===== src/rtl/freq_div_ctrl_pkg.sv =====
// Shared types and helpers for the freq_divider switch controller.
package freq_div_ctrl_pkg;

    localparam int FDC_SEL_W = 2;
    localparam int RR_MAX    = 32;
    localparam int RR_IDX_W  = 5;

    typedef enum logic [2:0] {
        S_IDLE,
        S_DRAIN,
        S_GATE,
        S_SWITCH,
        S_SETTLE,
        S_ACK
    } fdc_state_e;

    // Lowest offset from ptr (wrapping at n) with req set; returns ptr if none.
    function automatic int rr_pick(input logic [RR_MAX-1:0] req, input int ptr, input int n);
        int idx;
        rr_pick = ptr;
        for (int i = RR_MAX - 1; i >= 0; i--) begin
            if (i < n) begin
                idx = ptr + i;
                if (idx >= n) idx = idx - n;
                if (req[idx[RR_IDX_W-1:0]]) rr_pick = idx;
            end
        end
    endfunction

endpackage


===== src/rtl/freq_div_ctrl_rr_arbiter.sv =====
// Round-robin arbiter; the pointer advances past the winner whenever a grant is taken.
module rr_arbiter
    import freq_div_ctrl_pkg::*;
#(
    parameter int NUM_REQ = 2
) (
    input  logic                       clk_i,
    input  logic                       rst_i,
    input  logic [NUM_REQ-1:0]         req_i,
    input  logic                       en_i,
    output logic [NUM_REQ-1:0]         gnt_o,
    output logic [$clog2(NUM_REQ)-1:0] idx_o,
    output logic                       valid_o
);

    localparam int IDX_W = $clog2(NUM_REQ);

    logic [IDX_W-1:0] ptr_q, ptr_d;
    int               pick;

    always_comb begin
        pick    = rr_pick(RR_MAX'(req_i), 32'(ptr_q), NUM_REQ);
        idx_o   = IDX_W'(pick);
        valid_o = |req_i;
        gnt_o   = '0;
        if (valid_o) gnt_o[idx_o] = 1'b1;
        ptr_d = ptr_q;
        if (en_i && valid_o) begin
            ptr_d = (idx_o == IDX_W'(NUM_REQ - 1)) ? '0 : idx_o + 1'b1;
        end
    end

    always_ff @(posedge clk_i) begin
        if (!rst_i) ptr_q <= '0;
        else        ptr_q <= ptr_d;
    end

endmodule


===== src/rtl/freq_div_ctrl.sv =====
// Glitch-safe divider reprogramming shared between requesters.
// Optional DRAIN timeout with err_o pulse: define FREQ_DIV_CTRL_TIMEOUT_EN.
//
// state  | meaning
// IDLE   | arbitrate requests; equal selector goes straight to ACK
// DRAIN  | wait for a falling edge of the synchronised divided clock
// GATE   | clk_en_o low, one cycle
// SWITCH | new selector driven, div_rst_o pulsed
// SETTLE | hold gated for SETTLE_CYC cycles
// ACK    | clk_en_o back high, ack_o pulse to the granted requester
module freq_div_ctrl
    import freq_div_ctrl_pkg::*;
#(
    parameter int NUM_REQ     = 2,
    parameter int SEL_W       = FDC_SEL_W,
    parameter int SETTLE_CYC  = 4,
    parameter int TIMEOUT_CYC = 64
) (
    input  logic                     clk_i,
    input  logic                     rst_i,
    input  logic [NUM_REQ-1:0]       req_i,
    input  logic [NUM_REQ*SEL_W-1:0] sel_i,
    input  logic                     div_clk_i,
    output logic [SEL_W-1:0]         selector_o,
    output logic                     div_rst_o,
    output logic                     clk_en_o,
    output logic [NUM_REQ-1:0]       ack_o,
    output logic                     busy_o
`ifdef FREQ_DIV_CTRL_TIMEOUT_EN
    ,output logic                    err_o
`endif
);

    localparam int IDX_W   = $clog2(NUM_REQ);
    localparam int CNT_MAX = (SETTLE_CYC > TIMEOUT_CYC) ? SETTLE_CYC : TIMEOUT_CYC;
    localparam int CNT_W   = $clog2(CNT_MAX + 1);

    fdc_state_e         state_q;
    logic [SEL_W-1:0]   sel_q, selector_q, req_sel;
    logic [NUM_REQ-1:0] gnt_q, ack_q, gnt;
    logic [IDX_W-1:0]   gnt_idx;
    logic               gnt_valid;
    logic               div_rst_q, clk_en_q, fall;
    logic [CNT_W-1:0]   cnt_q;
    logic [2:0]         sync_q;
`ifdef FREQ_DIV_CTRL_TIMEOUT_EN
    logic               err_q;
    assign err_o = err_q;
`endif

    rr_arbiter #(.NUM_REQ(NUM_REQ)) u_arb (
        .clk_i   (clk_i),
        .rst_i   (rst_i),
        .req_i   (req_i),
        .en_i    (state_q == S_IDLE),
        .gnt_o   (gnt),
        .idx_o   (gnt_idx),
        .valid_o (gnt_valid)
    );

    always_comb begin
        req_sel = '0;
        for (int k = 0; k < NUM_REQ; k++) begin
            if (gnt_idx == IDX_W'(k)) req_sel = sel_i[k*SEL_W +: SEL_W];
        end
    end

    // sync_q[1] is the synchronised sample, sync_q[2] the previous one
    assign fall = sync_q[2] & ~sync_q[1];

    always_ff @(posedge clk_i) begin
        if (!rst_i) begin
            state_q    <= S_IDLE;
            sel_q      <= '0;
            selector_q <= '0;
            gnt_q      <= '0;
            ack_q      <= '0;
            div_rst_q  <= 1'b0;
            clk_en_q   <= 1'b1;
            cnt_q      <= '0;
            sync_q     <= '0;
`ifdef FREQ_DIV_CTRL_TIMEOUT_EN
            err_q      <= 1'b0;
`endif
        end else begin
            sync_q    <= {sync_q[1:0], div_clk_i};
            ack_q     <= '0;
            div_rst_q <= 1'b0;
`ifdef FREQ_DIV_CTRL_TIMEOUT_EN
            err_q     <= 1'b0;
`endif
            case (state_q)
                S_IDLE: begin
                    if (gnt_valid) begin
                        gnt_q <= gnt;
                        sel_q <= req_sel;
                        if (req_sel == selector_q) begin
                            state_q <= S_ACK;
                            ack_q   <= gnt;
                        end else begin
                            state_q <= S_DRAIN;
                            cnt_q   <= CNT_W'(TIMEOUT_CYC - 1);
                        end
                    end
                end
                S_DRAIN: begin
                    if (fall) begin
                        state_q  <= S_GATE;
                        clk_en_q <= 1'b0;
                    end
`ifdef FREQ_DIV_CTRL_TIMEOUT_EN
                    else if (cnt_q == '0) begin
                        state_q  <= S_GATE;
                        clk_en_q <= 1'b0;
                        err_q    <= 1'b1;
                    end else begin
                        cnt_q <= cnt_q - 1'b1;
                    end
`endif
                end
                S_GATE: begin
                    state_q    <= S_SWITCH;
                    selector_q <= sel_q;
                    div_rst_q  <= 1'b1;
                end
                S_SWITCH: begin
                    state_q <= S_SETTLE;
                    cnt_q   <= CNT_W'(SETTLE_CYC - 1);
                end
                S_SETTLE: begin
                    if (cnt_q == '0) begin
                        state_q  <= S_ACK;
                        clk_en_q <= 1'b1;
                        ack_q    <= gnt_q;
                    end else begin
                        cnt_q <= cnt_q - 1'b1;
                    end
                end
                S_ACK:   state_q <= S_IDLE;
                default: state_q <= S_IDLE;
            endcase
        end
    end

    assign selector_o = selector_q;
    assign div_rst_o  = div_rst_q;
    assign clk_en_o   = clk_en_q;
    assign ack_o      = ack_q;
    assign busy_o     = (state_q != S_IDLE);

endmodule


===== config.mk =====
export PLATFORM = sky130hd
export DESIGN_NAME = freq_div_ctrl
export DESIGN_NICKNAME = d
export VERILOG_FILES = /design/src/rtl/freq_div_ctrl_pkg.sv /design/src/rtl/freq_div_ctrl_rr_arbiter.sv /design/src/rtl/freq_div_ctrl.sv
export SDC_FILE = /design/constraint.sdc
export NUM_CORES = 1
export LEC_CHECK = 0
export CORE_MARGIN = 5
export CORE_UTILIZATION = 40
export CTS_CLUSTER_DIAMETER = 150
export DETAILED_ROUTE_END_ITERATION = 6
export PLACE_DENSITY_LB_ADDON = 0.12
export SLEW_MARGIN = 25
export SYNTH_ARGS = -nofsm -noshare
export SYNTH_HDL_FRONTEND = slang
export SYNTH_SLANG_ARGS = --single-unit

===== constraint.sdc =====
create_clock -name clk_i -period 3.01 [get_ports clk_i]
set_clock_uncertainty 0.15 [all_clocks]
set_input_delay 0.301 -clock clk_i [delete_from_list [all_inputs] [get_ports clk_i]]
set_output_delay 0.301 -clock clk_i [all_outputs]
set_load 0.05 [all_outputs]

==> impl_metrics.ini, run 1 <==
[detailed_routing]
drc = 0
viasPerCell = 5.49
antenna_left = 0
routed_wl_um = 2510
drtPass1Iterations = 4
first_iter_violations = 64
vias = 1077
wl_per_cell_um = 12.8

[synthesis]
synthTopCellsByCount = dfxtp_1, nand2_1, a21oi_1
synth_cell_types = 38
synth_seq_cells = 23
synthTopCellsByArea = dfxtp_1, nand2_1, a21oi_1, and2_1, o21ai_0
synth_ff_type = dfxtp_1
synth_warnings = 0
synth_top_area_cell = dfxtp_1
synth_edf_count = 0
netlist_instances = 150
synth_top_area_share = 0.387
synthArstFlopShare = 0
synth_seq_area_share = 0.387
syn_area_um2 = 1190
yosysMostFrequentCell = dfxtp_1
syn_nets = 161
synth.avg_cell_area_um2 = 7.94

[cts]
cts_tree = yes
clockRootBuffer = clkbuf_4
hold_buffers = 0
cts_buffers = 3
htreeDepth = 1
clkSinkCount = 23
postCtsSetupRepairBufs = 0
clkTransAtPathRegs_ns = 0.11
cts_resized = 0
cts.path.max_buffers = 2
worstSkewPairLatency_ns = 0.32

[pwr]
p_seq_frac = 0.504
share_comb_of_total_power = 0.298
p_sw_w = 0.000244
cellPowerDensity_nw_per_um2 = 518
intPower_w = 0.000478
peakVddDrop_mv = 0.238
p_leak_nw = 0.525
p_sw_frac = 0.338
clkPwrFrac = 0.198

[final_layout]
drive_above_1_share = 0.0909
syn2layout_area_growth_pct = 17.0
insertedDiodeCount = 0
final_util = 0.497
nets = 177

[floorplan]
start_util = 0.425
core_um2 = 2810
num_io_pins = 16
die_w_um = 64.6
die_area_um2 = 4170
std_cell_rows = 19
die_y_um = 64.6

[grt]
grt_first_pass_wirelength_um = 4470
antenna_found_initial = 0
grt_pass1_vias = 1037
gr-usage-all-layers = 0.133
grt-ovfl-total = 0
grt_max_degree = 25

[sta]
final.period_utilization = 0.809
maxSlewViolCount = 0
report.final.setup_viol = 0
tns_ns = 0
max_slew_margin = 0.524
hold_slack_ns = 0.294
hold_viol = 0
max_freq_mhz = 411
rsz0062_at_grt = no
worstMarginPinSlew_ns = 0.712
min_period_ns = 2.44
finalWorstSetupSlack_ns = 0.575

[placement]
place_congestion = 0.818
io_buffers = 15
dpl.hpwl_um = 1850
dp_slack_ns = 0.628

[worst_hold_path]
min_from = sync_q[0]
worstHoldPathType = reg2reg
hold_path_end = sync_q[1]
holdPathStages = 1

[critical_path]
required_ns = 2.56
worstPathArrival_ns = 1.98
r2r_cells = 6
r2r_end = cnt_q[6]
endpoint_kind = output pin
path_class = reg2out
path_max_fanout = 13
ff2ff_setup_slack_ns = 0.91
timing.rr.start = state_q[1]
cp-start-kind = flop

[status]
run_status = finished, final reports clean

[job]
drv_cap = 0
==> metrics by stage <==
stage	total power [W]	instances	cell area, um2
floorplan	0.000526	150	1190
global placement	0.000582	192	1370
detailed placement	0.000586	192	1370
CTS	0.000730	196	1390
global route	0.000775	196	1390
finish	0.000722	196	1390
==> power groups by stage <==
stage | clock network [W] | registers (W) | logic [W]
after floorplan | 0 | 0.000362 | 0.000164
after global placement | 0 | 0.000370 | 0.000212
after detailed placement | 0 | 0.000370 | 0.000215
after CTS | 0.000150 | 0.000363 | 0.000216
after global routing | 0.000159 | 0.000370 | 0.000246
final | 0.000143 | 0.000364 | 0.000215
==> worst max-delay path by stage <==
stage                            from       end
final                      state_q[2]    busy_o
after global routing       state_q[2]    busy_o
after CTS                  state_q[2]    busy_o
after detailed placement     req_i[0]  cnt_q[6]
after global placement       req_i[0]  cnt_q[6]
after floorplan           u_arb.ptr_q  cnt_q[6]
==> kinds of logic (layout without fill, tap and decap cells) <==
| family | count (synthesis) | count (layout) | synth area share |
|---|---|---|---|
| AOI/OAI and AO/OA | 44 | 44 | 0.252 |
| xor gates and xnor gates | 1 | 1 | 0.00735 |
| adders and majority gates | 2 | 2 | 0.0210 |
| buffers and inverters | 13 | 28 | 0.0420 |
| DFF | 23 | 23 | 0.387 |
| muxes | 1 | 1 | 0.00945 |
| and+or+nand+nor | 66 | 66 | 0.282 |
==> cell type report <==
cell class	instances	area [um2]
clock buffer	4	26.3
timing repair buffer	16	158
inverter	8	30.0
tap	31	38.8
sequential	23	460
multi-input combinational	114	681
fill	301	1410
==> state kept, by name, indices dropped and copies added (netlist names) <==
register / cells
clk_en_o: 1
u_arb.ptr_q: 1
ack_o: 2
gnt_q: 1
selector_o: 2
sync_q: 3
cnt_q: 7
div_rst_o: 1
state_q: 3
sel_q: 2
==> worst max-delay path, stage by stage, from the launching register on <==
cell	delay, ns
dfxtp_1	0.55
nor3_1	0.11
buf_4	0.17
inv_1	0.05
clkdlybuf4s50_1	0.80
==> cells in the final DEF, fill, tap and decap left out, drive strengths merged, types with 4 or more instances in the layout <==
| cell type | n |
|---|---|
| dfxtp | 23 |
| clkdlybuf4s50 | 15 |
| nand2 | 22 |
| clkbuf | 4 |
| a21boi | 4 |
| a21oi | 12 |
| nor3 | 6 |
| and2 | 9 |
| nand3 | 5 |
| nor2 | 9 |
| inv | 8 |
| o21ai | 12 |
| or2 | 4 |
==> metal layers <==
metal,up-vias,GRT usage,wire length [um]
met1,486,0.173,1210
met3,5,0.0259,158
li1,555,-,-
met4,0,0.0554,51
met5,-,0,0
met2,31,0.216,1090
No activity file was read; power rests on OpenSTA's default activity.
==> run 2, diff against run 1 <==
- clock period: 3.01 -> 2.2 ns (I/O delays scaled with it)
==> run 2 against run 1 <==
First-iteration DRC count decreased by 23%. Critical endpoint is now cnt_q[5]. Largest power group unchanged. Highest routed layer unchanged. Power grew 37%. Sequential cell count is the same. Design area is 2.6% higher.
==> impl_metrics.ini, run 2 (synthesis gave the netlist of run 1 again) <==
[status]
run_status = finished, final reports clean

[sta]
max_slew_margin = 0.648
hold_viol = 0
hold_slack_ns = 0.300
max_freq_mhz = 511
worstMarginPinSlew_ns = 0.524
maxSlewViolCount = 0
min_period_ns = 1.96
final.period_utilization = 0.890
report.final.setup_viol = 0
tns_ns = 0
rsz0062_at_grt = no

[detailed_routing]
wl_per_cell_um = 12.5
viasPerCell = 5.38
drtPass1Iterations = 4
routed_wl_um = 2520
drc = 0
first_iter_violations = 49
antenna_left = 0
vias = 1082

[final_layout]
syn2layout_area_growth_pct = 20.1
nets = 182
drive_above_1_share = 0.129
layout_commonest_cell = dfxtp_1
final_cell_mix = dfxtp_1, nand2_1, clkdlybuf4s50_1, a21oi_1, o21ai_0
reg_top3 = cnt_q (7), state_q (3), sync_q (3)
largest_reg_flops = 7
regMostFlops = cnt_q
insertedDiodeCount = 0
fill_cells = 295

[pwr]
cellPowerDensity_nw_per_um2 = 693
clkPwrFrac = 0.196
p_sw_w = 0.000336
p_leak_nw = 0.553
share_comb_of_total_power = 0.303
p_seq_frac = 0.500
peakVddDrop_mv = 0.394
p_sw_frac = 0.339
intPower_w = 0.000655

[grt]
grt_first_pass_wirelength_um = 4500
grt_max_degree = 17
antenna_found_initial = 0
grt_pass1_vias = 1069
gr-usage-all-layers = 0.130
grt-ovfl-total = 0

[critical_path]
path_class = reg2reg
required_ns = 2.30
path_buf_inv = 1
endpoint_kind = flop
worstPathCellList = nor3_1 > nand4_1 > nand2_1 > buf_4 > and2_1 > o211ai_1 > a21oi_1
path_max_fanout = 6
crit_slowest_cell = dfxtp_1
path_delay_family = simple AND/OR/NAND/NOR gates
worstPathArrival_ns = 2.06
critPathLaunch = cnt_q[2]
ff2ff_setup_slack_ns = 0.24
cp-start-kind = flop
slowest_delay_ns = 0.38
timing.rr.start = cnt_q[2]

[worst_hold_path]
worstHoldPathType = reg2reg
min_from = sync_q[0]

[cts]
clkSinkCount = 23
clkTransAtPathRegs_ns = 0.13
cts_resized = 0
clockRootBuffer = clkbuf_4
worstSkewPairLatency_ns = 0.31
cts.path.max_buffers = 2
htreeDepth = 1
cts_tree = yes
postCtsSetupRepairBufs = 0
hold_buffers = 0
cts_buffers = 3

[floorplan]
num_io_pins = 16
die_y_um = 64.6
core_um2 = 2810
die_area_um2 = 4170
std_cell_rows = 19
start_util = 0.425
die_w_um = 64.6

[placement]
dpl.hpwl_um = 1930
place_congestion = 0.809
io_buffers = 15

[job]
drv_cap = 0
[run 2: changes by cell type in the layout (fill, tap and decap cells not counted)]
cell and delta:
buf_4 +6, clkbuf_1 -1, clkdlybuf4s50_1 -1, clkinv_2 +1
[run 2: power groups by stage]
stage	combinational [W]	sequential, W	clock, W
after detailed placement	0.000301	0.000504	0
final	0.000300	0.000496	0.000194
after global placement	0.000298	0.000505	0
after floorplan	0.000224	0.000496	0
after CTS	0.000303	0.000496	0.000201
after global routing	0.000342	0.000504	0.000216
[run 2: worst paths after layout]
path               endpoint  depth (start not counted)
setup / recovery   cnt_q[5]                          7
hold / removal    sync_q[1]                          1
setup reg to reg   cnt_q[5]                          7
hold reg to reg   sync_q[1]                          1
[run 2: metrics by stage]
stage / cell area (um2) / total power (W) / util / std cells / setup slack [ns]
CTS: 1430 / 0.000999 / 0.510 / 201 / 0.236
global route: 1430 / 0.00106 / 0.510 / 201 / 0.0589
finish: 1430 / 0.000991 / 0.510 / 201 / 0.241
detailed placement: 1400 / 0.000806 / 0.500 / 197 / -0.0498
floorplan: 1190 / 0.000720 / - / 150 / 0.419
global placement: 1400 / 0.000803 / 0.500 / 197 / -0.0122
[run 2: layer usage]
layer / global-route usage / part of all wire
met2: 0.218 / 0.46
met5: 0 / 0
met4: 0.0343 / 0.0056
met1: 0.170 / 0.49
met3: 0.0294 / 0.051
[run 2: area by class of cell]
cell class | instances | area (um2) | share of cell area
clock buffers | 3 | 22.5 | 0.0157
clock inverters | 1 | 5.00 | 0.00350
inverters | 8 | 30.0 | 0.0210
multi-input cells | 114 | 681 | 0.476
flip-flops and latches | 23 | 460 | 0.322
well taps | 31 | 38.8 | 0.0271
repair buffers | 21 | 193 | 0.135
